[src/rtl/seed_load_sequencer.sv]
// seed_load_sequencer
// Watches the seed_data software register. When it holds a new value that has
// settled, the block waits for the next system sync pulse and then loads a
// per-lane derived seed into each noise-generator lane, one lane per accepted
// valid/ready transfer. Busy, a completion pulse and a load counter are
// provided for status readback.
//
// Optional build macro: SEED_LOAD_TIMEOUT_EN
//   defined   -> WAIT_SYNC gives up after SYNC_TO_CYCLES cycles and starts
//                the load anyway, flagging sync_timeout.
//   undefined -> WAIT_SYNC waits for sync indefinitely; sync_timeout stays 0.
//
// state     | meaning
// ----------+-----------------------------------------------------------
// IDLE      | seed_reg matches the last loaded seed; nothing to do
// SETTLE    | seed_reg differs; waiting for it to hold steady
// WAIT_SYNC | new seed latched; waiting for the system sync pulse
// LOAD      | presenting lane seeds on the ld_* handshake, one per accept
// DONE      | one-cycle completion: pulse load_done, bump load_count

module seed_load_sequencer #(
    parameter int N_LANES        = 8,
    parameter int LANE_W         = 3,
    parameter int STABLE_CYCLES  = 4,
    parameter int SYNC_TO_CYCLES = 1024
) (
    input  logic              user_clk,
    input  logic              user_rst_n,
    input  logic [31:0]       seed_reg,
    input  logic              sync_in,
    output logic              ld_valid,
    output logic [LANE_W-1:0] ld_lane,
    output logic [31:0]       ld_seed,
    input  logic              ld_ready,
    output logic              busy,
    output logic              load_done,
    output logic [15:0]       load_count,
    output logic              sync_timeout
);

    // Golden-ratio increment spreads the lane seeds across the 32-bit space.
    localparam logic [31:0]       GOLDEN     = 32'h9E3779B9;
    localparam logic [7:0]        STABLE_MAX = 8'(STABLE_CYCLES);
    localparam logic [LANE_W-1:0] LAST_LANE  = LANE_W'(N_LANES - 1);

    // Elaboration-time sanity check of the parameter set.
    if (N_LANES < 2 || N_LANES > 256 || LANE_W != $clog2(N_LANES) ||
        STABLE_CYCLES < 1 || STABLE_CYCLES > 255 || SYNC_TO_CYCLES < 1) begin : g_param_check
        $error("seed_load_sequencer: illegal parameter combination");
    end

    typedef enum logic [2:0] {
        IDLE      = 3'd0,
        SETTLE    = 3'd1,
        WAIT_SYNC = 3'd2,
        LOAD      = 3'd3,
        DONE      = 3'd4
    } state_t;

    state_t              state_q;
    logic [31:0]         seed_prev_q;
    logic [7:0]          stab_cnt_q;
    logic [7:0]          stab_cnt_d;
    logic                settled;
    logic [31:0]         shadow_q;
    logic [31:0]         latch_q;
    logic [31:0]         acc_q;
    logic [31:0]         acc_d;
    logic [LANE_W-1:0]   lane_q;
    logic [LANE_W-1:0]   lane_d;
    logic                ld_valid_q;
    logic [31:0]         ld_seed_q;
    logic                busy_q;
    logic                load_done_q;
    logic [15:0]         load_count_q;
    logic                sync_timeout_q;
    logic                to_expired;

    // An all-zero seed would lock up an LFSR lane, so it is replaced by 1.
    function automatic logic [31:0] guard_zero(input logic [31:0] v);
        return (v == 32'd0) ? 32'd1 : v;
    endfunction

    // Stability counter: counts consecutive identical samples, saturating.
    always_comb begin
        stab_cnt_d = stab_cnt_q;
        if (seed_reg != seed_prev_q) begin
            stab_cnt_d = 8'd0;
        end else if (stab_cnt_q != STABLE_MAX) begin
            stab_cnt_d = stab_cnt_q + 8'd1;
        end
    end

    // Sample history and stability count registers.
    always_ff @(posedge user_clk or negedge user_rst_n) begin
        if (!user_rst_n) begin
            seed_prev_q <= 32'd0;
            stab_cnt_q  <= 8'd0;
        end else begin
            seed_prev_q <= seed_reg;
            stab_cnt_q  <= stab_cnt_d;
        end
    end

    // The current sample must also match, so a change on the very cycle the
    // count saturates is not latched.
    assign settled = (stab_cnt_q == STABLE_MAX) && (seed_reg == seed_prev_q);

    assign acc_d  = acc_q + GOLDEN;
    assign lane_d = lane_q + LANE_W'(1);

`ifdef SEED_LOAD_TIMEOUT_EN
    localparam int              TO_W    = $clog2(SYNC_TO_CYCLES + 1);
    localparam logic [TO_W-1:0] TO_LAST = TO_W'(SYNC_TO_CYCLES - 1);

    logic [TO_W-1:0] to_cnt_q;

    // Sync-wait timer: held at zero outside WAIT_SYNC, so it restarts on entry.
    always_ff @(posedge user_clk or negedge user_rst_n) begin
        if (!user_rst_n) begin
            to_cnt_q <= '0;
        end else if (state_q != WAIT_SYNC) begin
            to_cnt_q <= '0;
        end else if (to_cnt_q != TO_LAST) begin
            to_cnt_q <= to_cnt_q + TO_W'(1);
        end
    end

    assign to_expired = (state_q == WAIT_SYNC) && (to_cnt_q == TO_LAST);
`else
    assign to_expired = 1'b0;
`endif

    // Sequencing FSM with registered outputs.
    always_ff @(posedge user_clk or negedge user_rst_n) begin
        if (!user_rst_n) begin
            state_q        <= IDLE;
            shadow_q       <= 32'd0;
            latch_q        <= 32'd0;
            acc_q          <= 32'd0;
            lane_q         <= '0;
            ld_valid_q     <= 1'b0;
            ld_seed_q      <= 32'd0;
            busy_q         <= 1'b0;
            load_done_q    <= 1'b0;
            load_count_q   <= 16'd0;
            sync_timeout_q <= 1'b0;
        end else begin
            load_done_q <= 1'b0;
            case (state_q)
                IDLE: begin
                    if (seed_reg != shadow_q) begin
                        state_q <= SETTLE;
                        busy_q  <= 1'b1;
                    end
                end
                SETTLE: begin
                    if (seed_reg == shadow_q) begin
                        state_q <= IDLE;
                        busy_q  <= 1'b0;
                    end else if (settled) begin
                        latch_q <= seed_reg;
                        state_q <= WAIT_SYNC;
                    end
                end
                WAIT_SYNC: begin
                    // A sync coinciding with timer expiry counts as a real sync.
                    if (sync_in || to_expired) begin
                        state_q        <= LOAD;
                        sync_timeout_q <= !sync_in;
                        acc_q          <= latch_q;
                        lane_q         <= '0;
                        ld_valid_q     <= 1'b1;
                        ld_seed_q      <= guard_zero(latch_q);
                    end
                end
                LOAD: begin
                    if (ld_ready) begin
                        if (lane_q == LAST_LANE) begin
                            state_q      <= DONE;
                            ld_valid_q   <= 1'b0;
                            lane_q       <= '0;
                            acc_q        <= 32'd0;
                            ld_seed_q    <= 32'd0;
                            load_done_q  <= 1'b1;
                            load_count_q <= load_count_q + 16'd1;
                            shadow_q     <= latch_q;
                        end else begin
                            acc_q     <= acc_d;
                            lane_q    <= lane_d;
                            ld_seed_q <= guard_zero(acc_d);
                        end
                    end
                end
                DONE: begin
                    state_q <= IDLE;
                    busy_q  <= 1'b0;
                end
                default: begin
                    state_q    <= IDLE;
                    busy_q     <= 1'b0;
                    ld_valid_q <= 1'b0;
                end
            endcase
        end
    end

    assign ld_valid     = ld_valid_q;
    assign ld_lane      = lane_q;
    assign ld_seed      = ld_seed_q;
    assign busy         = busy_q;
    assign load_done    = load_done_q;
    assign load_count   = load_count_q;
    assign sync_timeout = sync_timeout_q;

endmodule

[config.mk]
export PLATFORM = sky130hd
export DESIGN_NAME = seed_load_sequencer
export DESIGN_NICKNAME = d
export VERILOG_FILES = /design/src/rtl/seed_load_sequencer.sv
export SDC_FILE = /design/constraint.sdc
export NUM_CORES = 1
export LEC_CHECK = 0
export ABC_AREA = 1
export CORE_AREA = 4 4 154 156
export CTS_CLUSTER_SIZE = 25
export DETAILED_ROUTE_END_ITERATION = 8
export DIE_AREA = 0 0 158 160
export PLACE_DENSITY = 0.72
export SYNTH_ARGS = -nofsm -noshare
export SYNTH_HDL_FRONTEND = slang
export SYNTH_SLANG_ARGS = --single-unit
[constraint.sdc]
create_clock -name user_clk -period 2.2 [get_ports user_clk]
set_clock_uncertainty 0.1 [all_clocks]
set_input_delay 0.33 -clock user_clk [delete_from_list [all_inputs] [get_ports user_clk]]
set_output_delay 0.33 -clock user_clk [all_outputs]
set_load 0.01 [all_outputs]
==> qor.yml, run 1 <==
yosys:
  synth_area_per_cell_um2: 7.98
  synthTopCellsByArea: "dfrtp_1, nand2_1, nor2_1"
  yosysUniqueCellTypes: 47
  yosys.area.top_type: "dfrtp_1"
  async_flop_share_pct: 100
  syn_nets: 1287
  synth.top_cell.area_share_pct: 48.9
  yosys_warnings: 0
  synth-seq-area-share_pct: 48.9
  synth_most_common_cell: "nand2_1"
  yosys-top-cells-count: "nand2_1, dfrtp_1, nor2_1"
  synth_enable_flop_cells: 0
  syn_inst: 1245
  syn_area_mm2: 0.00993
  ys.flop_type: "dfrtp_1"
  synth_seq_cells: 194
grt:
  overflow: 0
  antenna_found_initial: 0
  grt_start_max_net_pins: 64
  grt_pass1_wl_um: 45100
  grt_pass1_vias: 8695
  gr-usage-all-layers_pct: 22.5
clock_network:
  cts_sinks: 194
  cts_root_buf: "clkbuf_16"
  path_clk_slew_ns: 0.08
  cts_buffers: 17
  insertion_delay_ns: 0.45
  tritoncts: "built"
  clock_path_buffers: 2
  ctsHtreeMaxLevel: 4
timing:
  worstMarginPinSlew_ns: 0.462
  final.setup.tns_ns: 0
  slew_violations: 0
  finalCritPeriodShare_pct: 98.5
  max_freq_mhz: 462
  period_needed_ns: 2.17
  setup_viol: 0
  slew_headroom_pct: 69.2
  timing_hold_violations_final: 0
  fin_ws_ns: 0.0340
  grt_setup_unrepaired: "true"
route:
  routed-via-count: 8903
  viasPerCell: 5.20
  totalWireLength_um: 27900
  drtIter0Drc: 676
  drc: 0
  antenna_left: 0
  post_drt_wl_per_cell_um: 16.3
  dr.pass1.iters: 5
die:
  die_h_um: 160
  initial_core_util_pct: 44.4
  boundaryPins: 91
  die_x_um: 158
  num_rows: 55
  coreArea_mm2: 0.0224
  die_area_mm2: 0.0253
placed_design:
  port_buffers: 90
  pre_cts_ws_ns: -0.343
  dp_hpwl_um: 20800
  placed_cell_area_mm2: 0.0118
  gp_congestion: 0.907
worst_setup_path:
  critical_path_peak_fanout: 7
  path_class: "reg -> reg"
  critPathMaxStageDelay_ns: 0.48
  crit_path_top_delay_cell: "dfrtp_1"
  cp.required_ns: 2.43
  cp-end-kind: "flip-flop"
  worstPathCellList: "inv_2 -> nor2_4 -> nand2_2 -> nor2_4 -> and2_1 -> nand2_2 -> buf_4 -> nand3_2 -> nand2_1 -> nor2_1 -> nand2_1 -> nor2_1 -> nand2_1 -> nand2_2 -> a21oi_2"
  cp-start-kind: "flip-flop"
  reg2reg_depth: 15
  arrival_ns: 2.39
pwr:
  powerDensity_mw_per_mm2: 1120
  ir_worst_vdd_v: 0.000571
  p_leak_nw: 6.20
cells_and_area:
  design_area_mm2: 0.0127
  drive_gt1_share_pct: 17.7
  area_delta_synth_final_pct: 27.5
  antenna_cells: 0
  nets: 1456
hold_path:
  min_path_type: "in -> async"
job:
  maxCapViolCount: 0
run_status:
  status: "completed"
-- sequential cells by signal, indices dropped and copies added, names as in the netlist --
name and flops:
ld_seed 32, latch_q 32, shadow_q 32, sync_timeout 1
acc_q 32, seed_prev_q 32, state_q 3, load_done 1
load_count 16, busy 1, ld_valid 1, ld_lane 3
stab_cnt_q 8
-- cells in the final DEF, fill, tap and decap left out, types with 17 or more instances in the layout --
cell	instances
a21oi_1	71
buf_4	82
clkbuf_16	17
clkdlybuf4s50_1	89
dfrtp_1	186
inv_1	119
inv_2	22
nand2_1	263
nand2_2	32
nand3_1	55
nand4_1	20
nor2_1	166
nor2_2	21
o21ai_0	68
xor2_1	69
-- final timing paths --
check	from	endpoint	slack (ns)
max	acc_q[19]	ld_seed[1]	0.03
min reg2reg	ld_seed[24]	ld_seed[24]	0.38
max reg2reg	acc_q[19]	ld_seed[1]	0.03
max in group asynchronous	user_rst_n	acc_q[17]	1.02
min	user_rst_n	load_count[10]	0.30
min in group user_clk	seed_reg[4]	seed_prev_q[4]	0.30
-- repair_timing --
| action | 4_1_cts | 5_1_grt |
|---|---|---|
| hold buffers | 1 | 0 |
| gates resized for setup | 6 | 88 |
| pin swaps | 0 | 29 |
| hold endpoints to repair | 49 | 0 |
| buffers inserted | 0 | 4 |
| endpoints found under the setup margin | 2 | 57 |
-- cell type report --
| cell class | count | area (um2) |
|---|---|---|
| Clock buffer | 18 | 429 |
| Tap cell | 285 | 357 |
| Inverter | 141 | 529 |
| Clock inverter | 14 | 124 |
| Fill cell | 2044 | 9700 |
| Sequential cell | 194 | 4860 |
| Multi-Input combinational cell | 878 | 4660 |
| Timing Repair Buffer | 182 | 1690 |
-- routing by layer --
layer	routed length [um]	GRT usage [%]	up-vias	part of all wire (%)
li1	-	-	4312	-
met1	12500	31.2	4284	45
met2	13200	35.6	256	47
met3	1380	4.09	51	4.9
met4	732	7.79	0	2.6
met5	0	0	-	0
-- cells by family after synthesis --
kind of cell             share of synthesized area, %
buffers and inverters                            6.84
XOR/XNOR                                         6.60
flip-flops                                       48.9
AO/OA/AOI/OAI                                    9.90
adder cells (fa/ha/maj)                         0.756
AND/OR/NAND/NOR                                  27.0
-- where the power goes --
group	total (W)	internal [W]	leakage (nW)	switching (W)
clock	0.00301	0.00149	0.264	0.00152
combinational	0.00622	0.00245	3.67	0.00376
sequential	0.00490	0.00425	2.27	0.000647
total	0.0141	0.00820	6.20	0.00593
-- per-stage QoR --
step / total power, W / hold WS (ns) / utilization (%) / cells
global placement: 0.0105 / 0.230 / 52.7 / 1675
detailed placement: 0.0106 / 0.233 / 52.7 / 1675
finish: 0.0141 / 0.296 / 56.6 / 1712
global route: 0.0151 / 0.285 / 56.6 / 1712
CTS: 0.0137 / 0.282 / 55.3 / 1708
floorplan: 0.00810 / -0.0656 / - / 1245
-- critical path: cells and delay by family (launching register included) --
kind | cells | cell delay, ns
AO/OA/AOI/OAI | 1 | 0.05
flip-flops | 1 | 0.48
AND/OR/NAND/NOR | 12 | 1.17
buffers and inverters | 2 | 0.24
Note: power is estimated with default switching activity, not from simulation.
==> run 2, diff against run 1 <==
--- a/config.mk
+++ b/config.mk
@@ -6,10 +6,10 @@
 export NUM_CORES = 1
 export LEC_CHECK = 0
 export ABC_AREA = 1
-export CORE_AREA = 4 4 154 156
+export CORE_AREA = 8 8 158 160
 export CTS_CLUSTER_SIZE = 25
 export DETAILED_ROUTE_END_ITERATION = 8
-export DIE_AREA = 0 0 158 160
+export DIE_AREA = 0 0 166 168
 export PLACE_DENSITY = 0.72
 export SYNTH_ARGS = -nofsm -noshare
 export SYNTH_HDL_FRONTEND = slang
==> constraint.sdc (replaced) <==
create_clock -name user_clk -period 2.07 [get_ports user_clk]
set_clock_uncertainty 0.1 [all_clocks]
set_input_delay 0.3105 -clock user_clk [delete_from_list [all_inputs] [get_ports user_clk]]
set_output_delay 0.3105 -clock user_clk [all_outputs]
set_load 0.01 [all_outputs]
==> run 2 against run 1 <==
Against the previous run: the flow now finishes with violations (setup timing); count of clock-buffer cells in the layout rose by 3; sequential share of layout area decreased by 3.6 points; critical path depth increased by 1; worst setup slack got worse by 0.19 ns; cell count grew 5.3%; non-clock buffer count grew 91; sequential cell count is the same; global-route usage fell by 1.4 points; maximum frequency fell by 2.8%; wire length is 9.0% higher; first-iteration DRC count up 5.5%; highest routed layer unchanged.
==> qor.yml, run 2 (same netlist as run 1, synthesis figures left out) <==
pwr:
  p_leak_nw: 6.80  # +9.8%
  powerDensity_mw_per_mm2: 1180  # +5.5%
  ir_worst_vdd_v: 0.000694  # +22%
timing:
  hold_slack_ns: 0.0982  # -0.198 ns
  grt_setup_unrepaired: "true"
  max_freq_mhz: 449  # -2.8%
  finalCritPeriodShare_pct: 108  # +9.2 points
  fin_ws_ns: -0.159  # -0.193 ns
  slew_violations: 0  # unchanged
  worstMarginPinSlew_ns: 0.503  # +0.0406 ns
  setup_viol: 11  # +11
  timing_hold_violations_final: 0  # unchanged
  final.setup.tns_ns: -0.350  # -0.350 ns
  period_needed_ns: 2.23  # +0.0634 ns
  slew_headroom_pct: 66.5  # -2.7 points
worst_setup_path:
  rrSetupSlack_ns: -0.16  # -0.19 ns
  crit_path_top_delay_cell: "dfrtp_1"
  cp.required_ns: 2.29  # -0.14 ns
  crit_buf_inv: 1  # -1
  crit_start: "acc_q[0]"
  r2r-end: "ld_seed[1]"
  worstReg2RegStart: "acc_q[0]"
  path_class: "reg -> reg"
  critical_path_peak_fanout: 3  # -4
  critPathMaxStageDelay_ns: 0.41  # -0.07 ns
  worstPathCellList: "ha_4 -> nand2_4 -> buf_6 -> nand4_1 -> nand3_2 -> nand2_4 -> nand2_2 -> nand2_1 -> nor2_1 -> nand2_1 -> nor2_1 -> nand2_1 -> nor2_1 -> nand2_1 -> nand2_1 -> a21oi_1"
  crit_family: "simple AND/OR/NAND/NOR gates"
  cp-end-kind: "flip-flop"
  arrival_ns: 2.45  # +0.06 ns
  cp-start-kind: "flip-flop"
  reg2reg_depth: 16  # +1
  path_common_cell: "nand2_1"
cells_and_area:
  multi_input_area_mm2: 0.00516  # +11%
  stdcell_count: 1803  # +5.3%
  post-route-util_pct: 62.6  # +6.0 points
  nets: 1547  # +6.3%
  drive_gt1_share_pct: 28.7  # +11 points
  area_delta_synth_final_pct: 40.9
  fill_cells: 1813  # -11%
  regArea_mm2: 0.00487  # +0.10%
  antenna_cells: 0  # unchanged
  layout_common_cells: "nand2_1, dfrtp_1, buf_4"
  final_common_cell: "nand2_1"
clock_network:
  insertion_delay_ns: 0.44  # about the same
  cts_buffers: 17  # unchanged
  cts_sinks: 194  # unchanged
  tritoncts: "built"
  path_clk_slew_ns: 0.08  # about the same
  ctsHtreeMaxLevel: 4  # unchanged
  clock_path_buffers: 2  # unchanged
  cts_root_buf: "clkbuf_16"
route:
  wl_met1_um: 13300  # +6.5%
  drtIter0Drc: 713  # +5.5%
  routed-via-count: 9430  # +5.9%
  totalWireLength_um: 30400  # +9.0%
  wl_met3_um: 1610  # +17%
  viasPerCell: 5.23  # +0.57%
  antenna_left: 0  # unchanged
  drc: 0  # unchanged
  post_drt_wl_per_cell_um: 16.9  # +3.5%
  dr.pass1.iters: 5  # unchanged
  top_layer: "met4"
  wl_met2_um: 15000  # +14%
job:
  maxCapViolCount: 0  # unchanged
die:
  coreArea_mm2: 0.0224  # unchanged
  die_x_um: 166  # +5.1%
  num_rows: 55  # unchanged
  boundaryPins: 91  # unchanged
  die_h_um: 168  # +5.0%
  initial_core_util_pct: 44.4  # unchanged
  die_area_mm2: 0.0279  # +10%
hold_path:
  min_to: "seed_prev_q[19]"
  min_path_type: "in -> reg"
  min_from: "seed_reg[19]"
  hold_depth: 2
run_status:
  violations: "setup timing"
  status: "finished, violations left"
placed_design:
  port_buffers: 90  # unchanged
  gp_congestion: 0.927  # +2.2%
  dp_hpwl_um: 21600  # +4.2%
  dp.cells: 1756  # +4.8%
grt:
  grt_start_max_net_pins: 58  # -9.4%
  antenna_found_initial: 0  # unchanged
  grt_pass1_wl_um: 47800  # +5.9%
  gr-usage-all-layers_pct: 21.1  # -1.4 points
  grt_pass1_vias: 9263  # +6.5%
  overflow: 0  # unchanged
run 2: cell count changes in the layout (fill, tap and decap cells not counted), sizes merged:
cell,previous run,this run
bufinv,0,2
clkinv,5,0
dlygate4sd2,0,1
buf,91,178
clkbuf,19,26
clkdlybuf4s50,89,83
dlymetal6s2s,0,5
run 2: worst register-to-register path, delay by kind of cell (launching register included):
kind / cells / cell delay [ns]
buffers and inverters: 1 / 0.11
and+or+nand+nor: 13 / 1.24
adders and majority gates: 1 / 0.18
DFF: 1 / 0.41
AOI/OAI and AO/OA: 1 / 0.07
run 2: area by class of cell:
class	instances	share of cell area [%]
Multi-Input combinational cell	878	36.9
Sequential cell	194	34.8
Timing Repair Buffer	273	17.7
Inverter	141	3.84
Clock buffer	21	3.29
Tap cell	285	2.55
Clock inverter	11	1.00
run 2: metal layers:
layer	track usage, %	up-vias
met5	0	-
met4	4.90	0
met3	3.86	38
met2	35.5	285
met1	27.9	4598
li1	-	4509
run 2: worst max-delay path by stage:
| stage | to | cells past startpoint |
|---|---|---|
| 4_1_cts | ld_seed[1] | 16 |
| 2_1_floorplan | ld_seed[0] | 13 |
| 5_1_grt | ld_seed[1] | 16 |
| 6_report | ld_seed[1] | 16 |
| 3_5_place_dp | latch_q[22] | 13 |
| 3_3_place_gp | latch_q[11] | 13 |
run 2: report_power, final:
part           internal (W)  total, W  switching [W]
Clock               0.00188   0.00342        0.00154
Sequential          0.00453   0.00523       0.000697
Combinational       0.00341   0.00782        0.00442
Total               0.00982    0.0165        0.00665
run 2: repair_timing:
action                     4_1_cts  5_1_grt
setup endpoints to repair       41       87
gates cloned                     2        4
setup buffers                    1        8
resized for setup               54      191
pin swaps                       11       32
hold endpoints to repair        52        0
hold buffers                     1        0
run 2: metrics by stage:
stage | area (um2) | setup WS [ns] | total power, W
2_1_floorplan | 9930 | 0.163 | 0.00861
3_3_place_gp | 12400 | -0.398 | 0.0121
3_5_place_dp | 12400 | -0.463 | 0.0121
4_1_cts | 13200 | -0.0602 | 0.0158
5_1_grt | 14000 | -0.284 | 0.0175
6_report | 14000 | -0.159 | 0.0165
==> run 3, diff against run 2 <==
==> constraint.sdc (replaced) <==
create_clock -name user_clk -period 2.71 [get_ports user_clk]
set_clock_uncertainty 0.1 [all_clocks]
set_input_delay 0.4065 -clock user_clk [delete_from_list [all_inputs] [get_ports user_clk]]
set_output_delay 0.4065 -clock user_clk [all_outputs]
set_load 0.01 [all_outputs]
==> run 3 against run 2 <==
Against the previous run: the run now ends clean; utilization down 9.6 points; sequential power decreased by 24%; combinational power fell by 46%; cell count fell by 9.0%; die area stayed put; total power down 35%; non-clock buffer count down 163; via count down 9.6%; wire length decreased by 12%; highest routed layer is now met5.
==> qor.yml, run 3 (same netlist as run 1, synthesis figures left out) <==
worst_setup_path:
  crit_path_top_delay_cell: "dfrtp_1"
  crit_family: "simple AND/OR/NAND/NOR gates"
  cp-end-kind: "flip-flop"
  cp-start-kind: "flip-flop"
  worstPathCellList: "ha_1 -> nand2_1 -> nand3_1 -> nand2_1 -> nand2_1 -> nand3_1 -> nand3_1 -> nand2_1 -> nand2_1 -> nor2_1 -> nand2_1 -> nor2_1 -> nand3_1 -> a21oi_2"
  arrival_ns: 2.75  # +0.30 ns
  cp.required_ns: 2.99  # +0.70 ns
  critical_path_peak_fanout: 4  # +1
  path_common_cell: "nand2_1"
  path_class: "reg -> reg"
  crit_buf_inv: 0  # -1
  critPathMaxStageDelay_ns: 0.43  # +0.02 ns
die:
  die_h_um: 168  # unchanged
  boundaryPins: 91  # unchanged
  coreArea_mm2: 0.0224  # unchanged
  num_rows: 55  # unchanged
  die_area_mm2: 0.0279  # unchanged
  initial_core_util_pct: 44.4  # unchanged
  die_x_um: 166  # unchanged
clock_network:
  insertion_delay_ns: 0.45  # about the same
  cts_resized: 0  # -100%
  cts_root_buf: "clkbuf_16"
  tritoncts: "built"
  ctsHtreeMaxLevel: 4  # unchanged
  cts_buffers: 17  # unchanged
  ctsHoldBuffers: 1  # unchanged
  post-cts-setup-buffers: 0  # -1
  cts_sinks: 194  # unchanged
  path_clk_slew_ns: 0.08  # about the same
  clock_path_buffers: 2  # unchanged
pwr:
  powerDensity_mw_per_mm2: 906  # -23%
  p_switching_w: 0.00453  # -32%
  ir_worst_vdd_v: 0.000551  # -21%
  p_sw_share_pct: 42.2  # +1.8 points
  pwr-share-seq_pct: 37.2  # +5.5 points
  p_leak_nw: 5.84  # -14%
  p_clk_share_pct: 23.6  # +2.9 points
  p_int_w: 0.00621  # -37%
  power_frac_comb_pct: 39.1  # -8.4 points
cells_and_area:
  area_delta_synth_final_pct: 19.3
  drive_gt1_share_pct: 7.60  # -21 points
  nets: 1384  # -11%
  final_common_cell: "nand2_1"
  layout_common_cells: "nand2_1, dfrtp_1, nor2_1"
  antenna_cells: 0  # unchanged
timing:
  max_freq_mhz: 404  # -9.9%
  hold_slack_ns: 0.354  # +0.256 ns
  worstMarginPinSlew_ns: 0.655  # +0.152 ns
  timing_hold_violations_final: 0  # unchanged
  period_needed_ns: 2.47  # +0.244 ns
  grt_setup_unrepaired: "false"
  final.setup.tns_ns: 0  # +0.350 ns
  slew_headroom_pct: 56.3  # -10 points
  slew_violations: 0  # unchanged
  finalCritPeriodShare_pct: 91.3  # -16 points
  setup_viol: 0  # -11
grt:
  grt_start_max_net_pins: 81  # +40%
  antenna_found_initial: 1  # +1
  gr-usage-all-layers_pct: 19.5  # -1.5 points
  grt_pass1_wl_um: 43800  # -8.3%
  grt_pass1_vias: 8328  # -10%
  overflow: 0  # unchanged
run_status:
  status: "completed"
route:
  routed-via-count: 8521  # -9.6%
  dr.pass1.iters: 5  # unchanged
  drtIter0Drc: 695  # -2.5%
  viasPerCell: 5.20  # -0.66%
  post_drt_wl_per_cell_um: 16.4  # -2.8%
  antenna_left: 0  # unchanged
  drc: 0  # unchanged
  totalWireLength_um: 26900  # -12%
hold_path:
  min_path_type: "in -> reg"
placed_design:
  port_buffers: 90  # unchanged
  dp_hpwl_um: 20000  # -7.5%
  gp_congestion: 0.954  # +2.9%
job:
  maxCapViolCount: 0  # unchanged
[run 3: cell count changes in the layout (fill, tap and decap cells not counted), moves of 24 or more]
cell / previous run / this run
a21oi_2: 39 / 2
nor2_4: 36 / 6
nand2_2: 35 / 11
nor2_1: 138 / 186
a21oi_1: 40 / 77
nand2_1: 251 / 291
buf_4: 169 / 13
[run 3: cell type report]
| class | count | area, um2 |
|---|---|---|
| fill | 2067 | 10500 |
| sequential | 194 | 4850 |
| multi-input combinational | 878 | 4400 |
| timing repair buffer | 110 | 1130 |
| inverter | 141 | 529 |
| clock buffer | 19 | 443 |
| tap | 285 | 357 |
| clock inverter | 13 | 135 |
[run 3: per-layer routing]
layer  part of all wire (%)  wire (um)  GRT usage, %
met5                  0.037         10             0
met4                    1.9        509          5.85
met3                    6.7       1800          4.02
met2                     46      12300          31.1
met1                     46      12200          26.6
[run 3: path summary, 6_finish.rpt]
path                       slack [ns]  cells after the start              to      startpoint
max reg2reg                      0.24                     14      ld_seed[0]        acc_q[0]
min                              0.35                      1  seed_prev_q[4]     seed_reg[4]
max                              0.24                     14      ld_seed[0]        acc_q[0]
max in group asynchronous        1.36                      3     ld_seed[24]      user_rst_n
min in group asynchronous        0.46                      2       load_done      user_rst_n
min reg2reg                      0.37                      1  load_count[15]  load_count[15]
[run 3: per-stage QoR]
step	power (W)	util (%)	instance area, um2	worst slack [ns]	cells
2_1_floorplan	0.00658	-	9930	0.803	1245
3_3_place_gp	0.00816	50.4	11300	0.149	1607
3_5_place_dp	0.00821	50.4	11300	0.0987	1607
4_1_cts	0.0108	53.0	11900	0.257	1640
5_1_grt	0.0115	53.0	11900	0.0436	1640
6_report	0.0107	53.0	11900	0.237	1640
[run 3: worst register-to-register path, stage by stage (launching register included)]
cell     delay, ns
dfrtp_1       0.43
ha_1          0.23
nand2_1       0.13
nand3_1       0.27
nand2_1       0.16
nand2_1       0.14
nand3_1       0.17
nand3_1       0.10
nand2_1       0.08
nand2_1       0.10
nor2_1        0.10
nand2_1       0.06
nor2_1        0.13
nand3_1       0.11
a21oi_2       0.11
[run 3: power by group through the flow]
| stage | registers, W | clock network [W] | logic (W) |
|---|---|---|---|
| finish | 0.00400 | 0.00254 | 0.00420 |
| floorplan | 0.00400 | 0 | 0.00258 |
| detailed placement | 0.00403 | 0 | 0.00417 |
| global route | 0.00407 | 0.00267 | 0.00471 |
| CTS | 0.00399 | 0.00257 | 0.00420 |
| global placement | 0.00402 | 0 | 0.00414 |
